## config.mk

```make
export PLATFORM = sky130hd
export DESIGN_NAME = univ_shift_reg
export DESIGN_NICKNAME = d
export VERILOG_FILES = /design/src/rtl/shift_pkg.sv /design/src/rtl/shift_unit.sv /design/src/rtl/univ_shift_reg.sv
export SDC_FILE = /design/constraint.sdc
export NUM_CORES = 1
export LEC_CHECK = 0
export CAP_MARGIN = 30
export CORE_ASPECT_RATIO = 1.75
export CORE_UTILIZATION = 45
export DETAILED_ROUTE_END_ITERATION = 12
export PLACE_DENSITY = 0.75
export SYNTH_ARGS = -nofsm -noshare
export SYNTH_HDL_FRONTEND = slang
export SYNTH_SLANG_ARGS = --single-unit
```

## constraint.sdc

```tcl
create_clock -name Clk -period 1.82 [get_ports Clk]
set_input_delay 0.273 -clock Clk [delete_from_list [all_inputs] [get_ports Clk]]
set_output_delay 0.273 -clock Clk [all_outputs]
set_load 0.05 [all_outputs]
```

## src/rtl/shift_pkg.sv

```systemverilog
// Shared types for the universal shift register.
//   op_e        : 3-bit operation code driven on the op port
//   state_e     : burst controller state
//   is_shift_op : true for ops that move bits (SHL..ASR), i.e. the burstable ops
package shift_pkg;

  typedef enum logic [2:0] {
    HOLD = 3'd0,
    LOAD = 3'd1,
    SHL  = 3'd2,
    SHR  = 3'd3,
    ROL  = 3'd4,
    ROR  = 3'd5,
    ASR  = 3'd6,
    CLR  = 3'd7
  } op_e;

  typedef enum logic {
    IDLE = 1'b0,
    RUN  = 1'b1
  } state_e;

  function automatic logic is_shift_op(input op_e o);
    return (o == SHL) || (o == SHR) || (o == ROL) || (o == ROR) || (o == ASR);
  endfunction

endpackage

```

## src/rtl/shift_unit.sv

```systemverilog
// Combinational next-value logic for the universal shift register.
// Ports:
//   sr       : current register contents
//   op       : operation to apply
//   ser_in   : serial fill bits (used by SHL/SHR only)
//   par_in   : parallel load data
//   next_sr  : register value after applying op
//   out_bits : bits leaving the register for shift/rotate/ASR ops, else zero
module shift_unit
  import shift_pkg::*;
#(
  parameter int WIDTH = 8,
  parameter int STEP  = 1
) (
  input  logic [WIDTH-1:0] sr,
  input  op_e              op,
  input  logic [STEP-1:0]  ser_in,
  input  logic [WIDTH-1:0] par_in,
  output logic [WIDTH-1:0] next_sr,
  output logic [STEP-1:0]  out_bits
);

  always_comb begin
    next_sr  = sr;
    out_bits = '0;
    case (op)
      HOLD: next_sr = sr;
      LOAD: next_sr = par_in;
      SHL: begin
        next_sr  = {sr[WIDTH-STEP-1:0], ser_in};
        out_bits = sr[WIDTH-1 -: STEP];
      end
      SHR: begin
        next_sr  = {ser_in, sr[WIDTH-1:STEP]};
        out_bits = sr[STEP-1:0];
      end
      ROL: begin
        next_sr  = {sr[WIDTH-STEP-1:0], sr[WIDTH-1 -: STEP]};
        out_bits = sr[WIDTH-1 -: STEP];
      end
      ROR: begin
        next_sr  = {sr[STEP-1:0], sr[WIDTH-1:STEP]};
        out_bits = sr[STEP-1:0];
      end
      ASR: begin
        next_sr  = {{STEP{sr[WIDTH-1]}}, sr[WIDTH-1:STEP]};
        out_bits = sr[STEP-1:0];
      end
      CLR:     next_sr = '0;
      default: next_sr = sr;
    endcase
  end

endmodule

```

## src/rtl/univ_shift_reg.sv

```systemverilog
// Universal shift register with parallel load, shift/rotate/arithmetic shift,
// a registered serial output and an auto-repeating burst mode.
// Ports:
//   Clk, Rst : clock and synchronous active-high reset
//   op       : operation code (shift_pkg::op_e encoding)
//   start    : request a burst of the shift op on op, count taken from count
//   count    : burst length, sampled when a burst start is accepted
//   par_in   : parallel load data
//   ser_in   : serial fill bits for SHL/SHR, sampled at every shift edge
//   Out      : register contents
//   ser_out  : bits shifted out by the most recent shift/rotate/ASR
//   busy     : high while a burst is running
//   done     : one-cycle pulse in the cycle after a burst's last shift
module univ_shift_reg
  import shift_pkg::*;
#(
  parameter int WIDTH = 8,
  parameter int STEP  = 1,
  parameter int CNT_W = 8
) (
  input  logic             Clk,
  input  logic             Rst,
  input  logic [2:0]       op,
  input  logic             start,
  input  logic [CNT_W-1:0] count,
  input  logic [WIDTH-1:0] par_in,
  input  logic [STEP-1:0]  ser_in,
  output logic [WIDTH-1:0] Out,
  output logic [STEP-1:0]  ser_out,
  output logic             busy,
  output logic             done
);

  if (WIDTH < 2 || STEP < 1 || STEP >= WIDTH) begin : g_bad_params
    $error("univ_shift_reg: need WIDTH >= 2 and 1 <= STEP < WIDTH");
  end

  state_e           state, state_nxt;
  logic [CNT_W-1:0] cnt_rem, cnt_nxt;
  op_e              op_lat, op_lat_nxt;
  op_e              apply_op;
  logic             do_upd;
  logic             done_nxt;
  logic [WIDTH-1:0] sr, next_sr;
  logic [STEP-1:0]  out_bits;

  shift_unit #(
    .WIDTH(WIDTH),
    .STEP (STEP)
  ) u_shift (
    .sr      (sr),
    .op      (apply_op),
    .ser_in  (ser_in),
    .par_in  (par_in),
    .next_sr (next_sr),
    .out_bits(out_bits)
  );

  always_comb begin
    state_nxt  = state;
    cnt_nxt    = cnt_rem;
    op_lat_nxt = op_lat;
    apply_op   = op_e'(op);
    do_upd     = 1'b0;
    done_nxt   = 1'b0;
    case (state)
      IDLE: begin
        if (start && is_shift_op(op_e'(op))) begin
          // Acceptance edge: latch the burst, no shift yet. A zero-length
          // burst completes immediately without touching the register.
          op_lat_nxt = op_e'(op);
          if (count != '0) begin
            state_nxt = RUN;
            cnt_nxt   = count;
          end else begin
            done_nxt = 1'b1;
          end
        end else begin
          do_upd = 1'b1;
        end
      end
      RUN: begin
        apply_op = op_lat;
        do_upd   = 1'b1;
        if (cnt_rem == CNT_W'(1)) begin
          state_nxt = IDLE;
          done_nxt  = 1'b1;
        end else begin
          cnt_nxt = cnt_rem - CNT_W'(1);
        end
      end
      default: state_nxt = IDLE;
    endcase
  end

  always_ff @(posedge Clk) begin
    if (Rst) begin
      state   <= IDLE;
      cnt_rem <= '0;
      op_lat  <= HOLD;
      done    <= 1'b0;
      sr      <= '0;
      ser_out <= '0;
    end else begin
      state   <= state_nxt;
      cnt_rem <= cnt_nxt;
      op_lat  <= op_lat_nxt;
      done    <= done_nxt;
      if (do_upd) begin
        sr <= next_sr;
        // HOLD/LOAD/CLR keep the last shifted-out bits visible.
        if (is_shift_op(apply_op)) ser_out <= out_bits;
      end
    end
  end

  assign Out  = sr;
  assign busy = (state == RUN);

endmodule

```

# Word-level counts from Yosys, hierarchy flattened
# Index checks and enable logic that the tools add are counted.
dict set report classes {
  reduce_logical 18
  add_sub_neg 1
  muxes 17
  eq_ne 16
  bitwise_logic 3
}
# cell count
set ops {}
lappend ops {{one-hot mux 8 bit (7 select lines)} 1}
lappend ops {{2-to-1 mux 8 bit} 3}
lappend ops {{== test 3 bit, second input constant} 7}
lappend ops {{one-hot mux 8 bit (2 select lines)} 1}
lappend ops {{== test 3 x 2 -> 1 bit, second input constant} 4}
lappend ops {{== test 8 x 1 -> 1 bit, second input constant} 1}
lappend ops {{logical OR 1 bit} 8}
lappend ops {{one-hot mux 1 bit (2 select lines)} 4}
lappend ops {{nonzero test 8 bit} 1}
lappend ops {{subtractor 8 x 1 -> 8 bit, second input constant} 1}
lappend ops {{2-to-1 mux 1 bit} 7}
lappend ops {{!= test 2 bit, second input constant} 3}
lappend ops {{AND reduction 2 bit} 3}
lappend ops {{AND reduction 3 bit} 2}
lappend ops {{== test 3 x 1 -> 1 bit, second input constant} 1}
lappend ops {{zero test 3 bit} 1}
lappend ops {{2-to-1 mux 3 bit} 1}
lappend ops {{NOT 1 bit} 3}
lappend ops {{OR reduction 3 bit} 1}
lappend ops {{OR reduction 2 bit} 1}
lappend ops {{logical AND 1 bit} 1}
dict set report totals {
  wordCells 62
  regBits 22
}

# Longest topological paths before layout
dict set report logic_depth {
  depth_word 9
  ltp_mapped 8
  mapped_depth_nobuf 7
}

# Hierarchy
# From an unflattened synthesis, not the netlist that was laid out.
dict set report unflattened {
  cells_unflattened 202
  hier_area_um2 1624.1
}
# module cells_per_inst seq_area_each_um2 area_each_um2 instances
set modules_own_cells {}
lappend modules_own_cells {univ_shift_reg 127 440.4 1102.3 1}
lappend modules_own_cells {shift_unit 75 0.0 521.8 1}

# Worst setup path after synthesis
# Ideal clock, no wire load.
dict set report synth_timing {
  path_kind {register to register}
  from {register state (netlist: busy)}
  to {register sr[7] (netlist: Out[7])}
  slack_ns -0.244
  synth_period_minus_slack_ns 2.064
  required_ns 1.704
  setup_time_ns 0.116
  arrival_time_ns 1.948
  path_stages_with_launch 7
  path_cell_list {dfxtp_1 buf_6 mux2_2 clkbuf_1 a21oi_1 nand2_1 a31o_2}
}
dict set report synth_via {
  elab_chain_cells 4
  elab_cells_between_ends 15
  cone_classes {eq/ne (7); mux (3); bitwise (3); reduce/logical (2)}
}
# item line
set synth_rtl {}
lappend synth_rtl {{start: declaration} univ_shift_reg.sv:38} ;# state_e state, state_nxt;
lappend synth_rtl {{start signal: assignment} univ_shift_reg.sv:105} ;# state <= state_nxt;
lappend synth_rtl {{branches (longest 4 deep; another with one-hot mux 8 bit (7 select lines))} -}
lappend synth_rtl {{end signal: assignment} univ_shift_reg.sv:110} ;# sr <= next_sr;
lappend synth_rtl {{end: declaration} univ_shift_reg.sv:44} ;# logic [WIDTH-1:0] sr, next_sr;
# Several ways; the timed one is not identified.
# A chain may end at the register's enable or synchronous reset.

# Worst setup path after layout
dict set report layout_timing {
  from {register sr[4] (netlist: Out[4])}
  to {output port Out[4]}
}
# item line
set layout_rtl {}
lappend layout_rtl {{end: declaration} univ_shift_reg.sv:28} ;# output logic [WIDTH-1:0] Out,
# No word-level cell between the ends.

==> impl_metrics.toml <==
[final_layout]
finalNonFillerCells = 287
drive_gt1_share_pct = 26.6
diodes = 0
layout_common_cells = "buf_4 (37), nor2_1 (24), clkdlybuf4s50_1 (23), dfxtp_1 (21), nand2_1 (21)"
utilization_pct = 66.1
syn2layout_area_growth_pct = 38.4
nets = 270
final_common_cell = "buf_4"
fillers = 305

[setup_path]
cp.arrival_ns = 1.50
cp-end-kind = "primary output"
critical-path-top-delay-family = "buffers and inverters"
path_depth = 1
path_buf_inv = 1
cp.required_ns = 1.55
cp-endpoint = "Out[4]"
reg2reg_to = "Out[3]"
timing.rr.start = "op_lat[2]"
path_cells = "clkdlybuf4s50_1"
slowest_stage = "clkdlybuf4s50_1"
path_class = "flip-flop to primary output"
r2r_cells = 5
worst_path_largest_cell_delay_ns = 0.83
reg2reg_slack_ns = 0.14
start_kind = "flip-flop"
cp_max_fo = 4
crit_path_start = "Out[4]"

[synthesis]
yosysUniqueCellTypes = 52
yosys_most_used_dff = "dfxtp_1"
synth-seq-cells = 22
ys_async_sr_fraction_pct = 0
synthCells = 188
synth_area_sq_mm = 0.00152
synth_warnings = 0
seq_area_frac_synth_pct = 29.0
synth_edf_count = 0
synth_nets = 213
avgSynthCellArea_sq_um = 8.07

[timing]
tightest_slew_ns = 0.497
max_freq_ghz = 0.563
fin_crit_sh_pct = 97.6
layout_setup_ws_ns = 0.0435
finalCriticalPeriod_ns = 1.78
setup_viol = 0
skew_ns = 0.00191
maxSlewViolCount = 0
hold_violations = 0
relSlewSlack_pct = 66.8
hold_slack_ns = 0.442

[cts]
htreeDepth = 1
cts_tree = "done"
path_clk_slew_ns = 0.08
cts_made_buffers = 3
ctsHoldBuffers = 0
cts.sinks = 22
root_buffer = "clkbuf_8"
cts_buffer_depth = 2
clk_latency_ns = 0.26

[power]
max-vdd-ir-drop_mv = 0.632
seq_power_share_pct = 36.2
p_switching_uw = 624
p_leak_nw = 0.861
p_per_area_mw_per_mm2 = 800
swShare_pct = 37.2
clkPwrFrac_pct = 21.4
comb_power_share_pct = 42.4
power.internal_mw = 1.06

[hold_path]
worstHoldPathType = "primary input to flip-flop"
min_path_cells = 3

[route]
post_drt_via_cell_ratio = 5.86
firstDrtPassIters = 4
vias = 1682
drt_iter0_markers = 70
drt-total-wl_um = 4420
drc = 0
antenna_left = 0
avgRoutedWirePerCell_um = 15.4

[grt]
antenna_found_initial = 0
grt_pass1_vias = 1623
grt_first_pass_wirelength_um = 6960
grt_max_degree = 24
overflow = 0
track_usage_pct = 25.3

[place]
place_congestion = 0.853
placedCellCount = 278
pre_cts_ws_ns = -0.370
port_buffers = 33
dpl.hpwl_um = 3280

[die]
ios = 34
initial_core_util_pct = 47.8
die_h_um = 78.8
dieArea_sq_mm = 0.00362
num_rows = 27
coreArea_sq_mm = 0.00318
die_w_um = 45.9

[status]
status = "finished clean"

[flow_run]
maxCapViolCount = 0
worst min path at each step:
stage | slack [ns] | from | endpoint
2_1_floorplan | 0.44 | cnt_rem[5] | cnt_rem[5]
3_3_place_gp | 0.46 | cnt_rem[5] | cnt_rem[5]
3_5_place_dp | 0.48 | cnt_rem[6] | cnt_rem[6]
4_1_cts | 0.50 | cnt_rem[5] | cnt_rem[5]
5_1_grt | 0.45 | op[0] | op_lat[0]
6_report | 0.44 | op[0] | op_lat[0]
per-layer routing:
layer | routed length (um) | part of all wire [%] | track usage [%] | vias to the layer above
met5 | 0 | 0 | 0 | -
met4 | 74 | 1.7 | 10.0 | 0
met3 | 149 | 3.4 | 2.27 | 9
met2 | 2570 | 58 | 48.7 | 57
met1 | 1630 | 37 | 25.5 | 814
li1 | - | - | - | 802
layout make-up:
class / instances / area (sq um) / area share (%)
Multi-Input combinational cell: 149 / 985 / 46.9
Timing Repair Buffer: 63 / 538 / 25.6
Sequential cell: 22 / 444 / 21.2
Clock buffer: 4 / 55.1 / 2.62
Tap cell: 43 / 53.8 / 2.56
Inverter: 6 / 22.5 / 1.07
synthesized netlist by cell type, drive strengths merged (2+ instances only):
cell    count  share of area [%]
a21oi      20                6.6
nor4        3                1.2
dfxtp      22                 29
a221o       6                4.0
ha          2                1.6
nor2       24                5.9
o21ai       7                2.3
or2         2               0.82
nor2b       2               0.99
nor4b       2                2.1
and3b       2                1.2
nand2      21                5.2
a21o        4                2.3
mux2i       4                2.6
a211oi      2               0.99
o32ai       2                1.2
nand3       4                1.3
clkbuf      4                2.3
a21boi      2               0.99
a22o        6                3.5
xor2        2                1.2
a22oi       2                1.9
inv         6                1.5
nor3       10                4.0
nor3b       2               0.99
buf         8                4.7
what timing repair did:
action                     CTS  global route
resized for setup            4             4
gates cloned                 0             1
pin swaps                    1             3
setup endpoints to repair   11            17
buffers inserted             1             3
worst register-to-register path, stage by stage (launching register included):
cell      delay, ns
dfxtp_1        0.49
a21boi_0       0.17
nor3_2         0.21
nor2_1         0.14
a221o_1        0.38
a22o_1         0.18
cell families (layout without fill, tap and decap cells):
kind of cell / after synthesis / count (layout) / share of synthesized area [%]
AOI/OAI and AO/OA: 60 / 61 / 28.9
xor gates and xnor gates: 3 / 3 / 1.73
adders and majority gates: 2 / 2 / 1.65
buffers and inverters: 18 / 73 / 8.50
DFF: 22 / 22 / 29.0
muxes: 5 / 5 / 3.38
and+or+nand+nor: 78 / 78 / 26.8
per-stage QoR:
stage / instance area [sq um] / setup TNS, ns / power (mW)
CTS: 2050 / 0 / 1.65
finish: 2100 / 0 / 1.68
detailed placement: 1980 / -5.06 / 1.29
global placement: 1980 / -3.81 / 1.27
global route: 2100 / -0.0134 / 1.77
floorplan: 1520 / 0 / 1.06
flip-flops by register name (all words and copies together) (netlist names):
name     count
Out          8
cnt_rem      8
op_lat       3
busy         1
done         1
ser_out      1
power by group through the flow:
stage	clock [mW]	combinational, mW	sequential (mW)
after floorplan	0	0.368	0.694
after global placement	0	0.655	0.619
after detailed placement	0	0.671	0.621
after CTS	0.362	0.679	0.611
after global routing	0.386	0.765	0.615
final	0.359	0.713	0.608
Note: power is estimated with default switching activity, not from simulation.
==> edit 1, RTL diff (same flow settings) <==
Put one more register stage on the output `Out`. The value now appears one clock later. The other outputs are not delayed to match.
--- a/src/rtl/univ_shift_reg.sv
+++ b/src/rtl/univ_shift_reg.sv
@@ -114,7 +114,9 @@
     end
   end
 
-  assign Out  = sr;
+  always_ff @(posedge Clk) begin
+    Out <= sr;
+  end
   assign busy = (state == RUN);
 
 endmodule
Behaviour: not the same (a bounded check fails within 4 cycles, from zero or initial values and one cycle with Rst high).
==> edit 1 against the original RTL <==
Sequential power increased by 34%. Fmax is 0.54% higher. Critical path depth is the same. Wire length increased by 1.8%. Cell count down 4.2%. Area after synthesis rose by 2.7%. Setup slack gained 0.0095 ns. Critical path type unchanged. Sequential share of layout area up 6.2 points. Sequential cell count grew 8. Clock skew rose by 0.0049 ns. Power increased by 29%. Final area rose by 5.1%.
==> edit 1: results (changes against the original RTL) <==
* Seq Cell Count at 30 (was 22)
* Finished Layout Cells at 275 (was 287)
* Final Net Count at 256 (was 270)
* R2r endpoint: ser_out (was Out[3])
* Status: finished, final reports clean (unchanged)
* Syn Nets at 203 (was 213)
* Wire per inst at 16.4 microns (was 15.4 microns)
* Resized cells post-CTS at 0 (was 4)
* Bufs w/o clock at 56 (was 63)
* Fraction of layout cells with a size suffix above 1 at 0.216 (was 0.266)
* Post-CTS Setup Inserts at 0 (was 1)
* Data buffer area share at 0.239 (was 0.256)
* Total track usage at 0.273 (was 0.253)
* Adder-cell share of the synthesized area at 0.0161 (was 0.0165)
* First-pass GRT wire length at 7.33 mm (was 6.96 mm)
* Register area share after synthesis at 0.386 (was 0.290)
* Sequential cell area share at 0.274 (was 0.212)
* Post-synthesis mux area share at 0.0329 (was 0.0338)
* Final worst setup slack at 0.0529 ns (was 0.0435 ns)
* Placed cells at 267 (was 278)
* Starting DRT DRC Count at 51 (was 70)
* Reg2Reg Depth at 4 (was 5)
* CP Launch Point: ser_out (was Out[4])
* Worst hold start: sr[3] (was op[0])
* Slew @ Worst Pin at 0.514 ns (was 0.497 ns)
* Routability congestion estimate at 0.834 (was 0.853)
* Hold Crit Class: flop to flop (was primary input to flop)
* Pre-CTS setup slack at -0.287 ns (was -0.370 ns)
* Leakage at 0.000831 uW (was 0.000861 uW)
[edit 1: cell count changes in the layout (fill, tap and decap cells not counted), sizes merged, moves of 11 or more]
cell | unedited run | this run
a21oi | 20 | 9
buf | 37 | 24
nor2 | 24 | 11
o21ai | 7 | 23
[edit 1: where the power goes]
part           internal (uW)  total, uW  switching (uW)  leakage, uW
Clock                    402        655             253    0.0000579
Sequential               738        814            75.9     0.000247
Combinational            310        697             387     0.000526
Total                   1450       2170             716     0.000831
[edit 1: cell families (layout without fill, tap and decap cells)]
group / after synthesis / in the layout
mux: 5 / 5
simple gates: 52 / 52
compound gates: 71 / 71
fa+ha+maj: 2 / 2
xor+xnor: 3 / 3
buf+inv: 15 / 69
flops: 30 / 30
[edit 1: routing by layer]
metal	global-route usage	part of all wire
met5	0	0
met3	0.0566	0.037
met4	0.182	0.054
met2	0.499	0.56
met1	0.242	0.35
==> edit 2, RTL diff (same settings) <==
Without the edit above. Set the parameter `CNT_W` to 9 (it was 8).
--- a/src/rtl/univ_shift_reg.sv
+++ b/src/rtl/univ_shift_reg.sv
@@ -16,7 +16,7 @@
 #(
   parameter int WIDTH = 8,
   parameter int STEP  = 1,
-  parameter int CNT_W = 8
+  parameter int CNT_W = 9
 ) (
   input  logic             Clk,
   input  logic             Rst,
Interface: changed (resized count); port bits go from 34 to 35. No check against the original RTL was run, so the function may have changed too.
==> edit 2 against the original RTL <==
Power shrank 2.1%. Sequential cell count grew 1. Sequential share of layout area shrank 0.16 points. Wire length grew 1.1%. Critical path depth is the same. Setup slack gained 0.012 ns. First-iteration DRC count shrank 30%. Area after synthesis grew 0.41%. Final area grew 4.7%. Via count is essentially flat. Sequential power grew 3%. Critical endpoint is now Out[5].
==> edit 2: results (changes against the original RTL) <==
* Number of diodes at 0 (unchanged)
* Mapped Cells at 180 (was 188)
* HPWL Detailed at 3.54 mm (was 3.28 mm)
* Total track usage at 0.268 (was 0.253)
* Slew @ Worst Pin at 0.539 ns (was 0.497 ns)
* Hold Crit Class: flop to flop (was primary input to flop)
* Via count at 1,683 (was 1,682)
* Finished Layout Cells at 288 (was 287)
* Distinct cells, synth at 55 (was 52)
* Pre-CTS setup slack at -0.299 ns (was -0.370 ns)
* Status: finished, final reports clean (unchanged)
* Syn Nets at 206 (was 213)
* Placed Area at 0.00210 sq mm (was 0.00198 sq mm)
* Critical path peak fanout at 4 (unchanged)
* Starting DRT DRC Count at 49 (was 70)
* Top cells by count, synth: a21oi_1 (23), dfxtp_1 (23), nand2_1 (15), nor2_1 (12), o21ai_1 (10) (was nor2_1 (24), dfxtp_1 (22), nand2_1 (21), a21oi_1 (20), nor3_1 (8))
* Register area share after synthesis at 0.302 (was 0.290)
* Final Skew at 0.00452 ns (was 0.00191 ns)
* Fraction of layout cells with a size suffix above 1 at 0.257 (was 0.266)
* Wire per inst at 15.5 microns (was 15.4 microns)
* Final Net Count at 272 (was 270)
* Pin count of the biggest net entering global routing at 14 (was 24)
* Synth area leaders: dfxtp_1 (30%), a21oi_1 (7.6%), a221o_1 (3.9%) (was dfxtp_1 (29%), a21oi_1 (6.6%), nor2_1 (5.9%))
* Port buffer count at 34 (was 33)
* Routability congestion estimate at 0.847 (was 0.853)
* Vias in the first global route at 1,636 (was 1,623)
* Leakage at 0.000881 uW (was 0.000861 uW)
* First-pass GRT wire length at 7.31 mm (was 6.96 mm)
edit 2: cell count changes after synthesis, sizes merged, moves of 3 or more:
cell,unedited run,this run
nor2,24,13
o21ai,7,16
a22o,6,0
nand2,21,15
a21oi,20,25
o221a,0,4
and3,1,4
buf,8,5
nand3,4,7
nor3,10,7
edit 2: logic make-up (layout without fill, tap and decap cells):
| family | count (synthesis) | in the layout | share of synthesized area |
|---|---|---|---|
| AND/OR/NAND/NOR | 64 | 64 | 0.259 |
| XOR/XNOR | 2 | 2 | 0.0115 |
| buffers and inverters | 14 | 79 | 0.0518 |
| adder cells (fa/ha/maj) | 2 | 2 | 0.0164 |
| flip-flops | 23 | 23 | 0.302 |
| AO/OA/AOI/OAI | 69 | 69 | 0.307 |
| multiplexers | 6 | 6 | 0.0518 |
edit 2: worst paths after layout:
path | startpoint | to | slack (ns) | cells after the start
hold reg to reg | cnt_rem[8] | cnt_rem[8] | 0.53 | 2
setup / recovery | Out[5] | Out[5] | 0.06 | 1
hold / removal | cnt_rem[8] | cnt_rem[8] | 0.53 | 2
setup reg to reg | busy | Out[0] | 0.13 | 7
edit 2: area by class of cell:
type / instances / area (sq um)
clock buffer: 3 / 41.3
sequential: 23 / 462
fill: 283 / 978
timing repair buffer: 69 / 613
multi-input combinational: 143 / 1000
tap: 43 / 53.8
clock inverter: 1 / 5.00
inverter: 6 / 22.5
edit 2: metrics by stage:
stage          hold WS [ns]  utilization
6_report              0.532        0.692
5_1_grt               0.561        0.692
4_1_cts               0.525        0.684
3_5_place_dp          0.515        0.663
3_3_place_gp          0.492        0.663
2_1_floorplan         0.391            -
edit 2: routing by layer:
layer / global-route usage / share of wire / vias to the layer above / wire [microns]
met5: 0 / 0 / - / 0
li1: - / - / 814 / -
met4: 0.135 / 0.036 / 0 / 163
met2: 0.500 / 0.58 / 50 / 2610
met1: 0.267 / 0.35 / 799 / 1570
met3: 0.0341 / 0.028 / 20 / 126
edit 2: where the power goes:
group / internal [uW] / leakage [uW] / switching [uW]
Clock: 153 / 0.0000255 / 179
Combinational: 334 / 0.000667 / 354
Sequential: 554 / 0.000189 / 70.0
edit 2: timing repair:
action                     CTS  global route
resized for setup            0             7
setup endpoints to repair    2             9
pin swaps                    1             0
buffers inserted             3             0
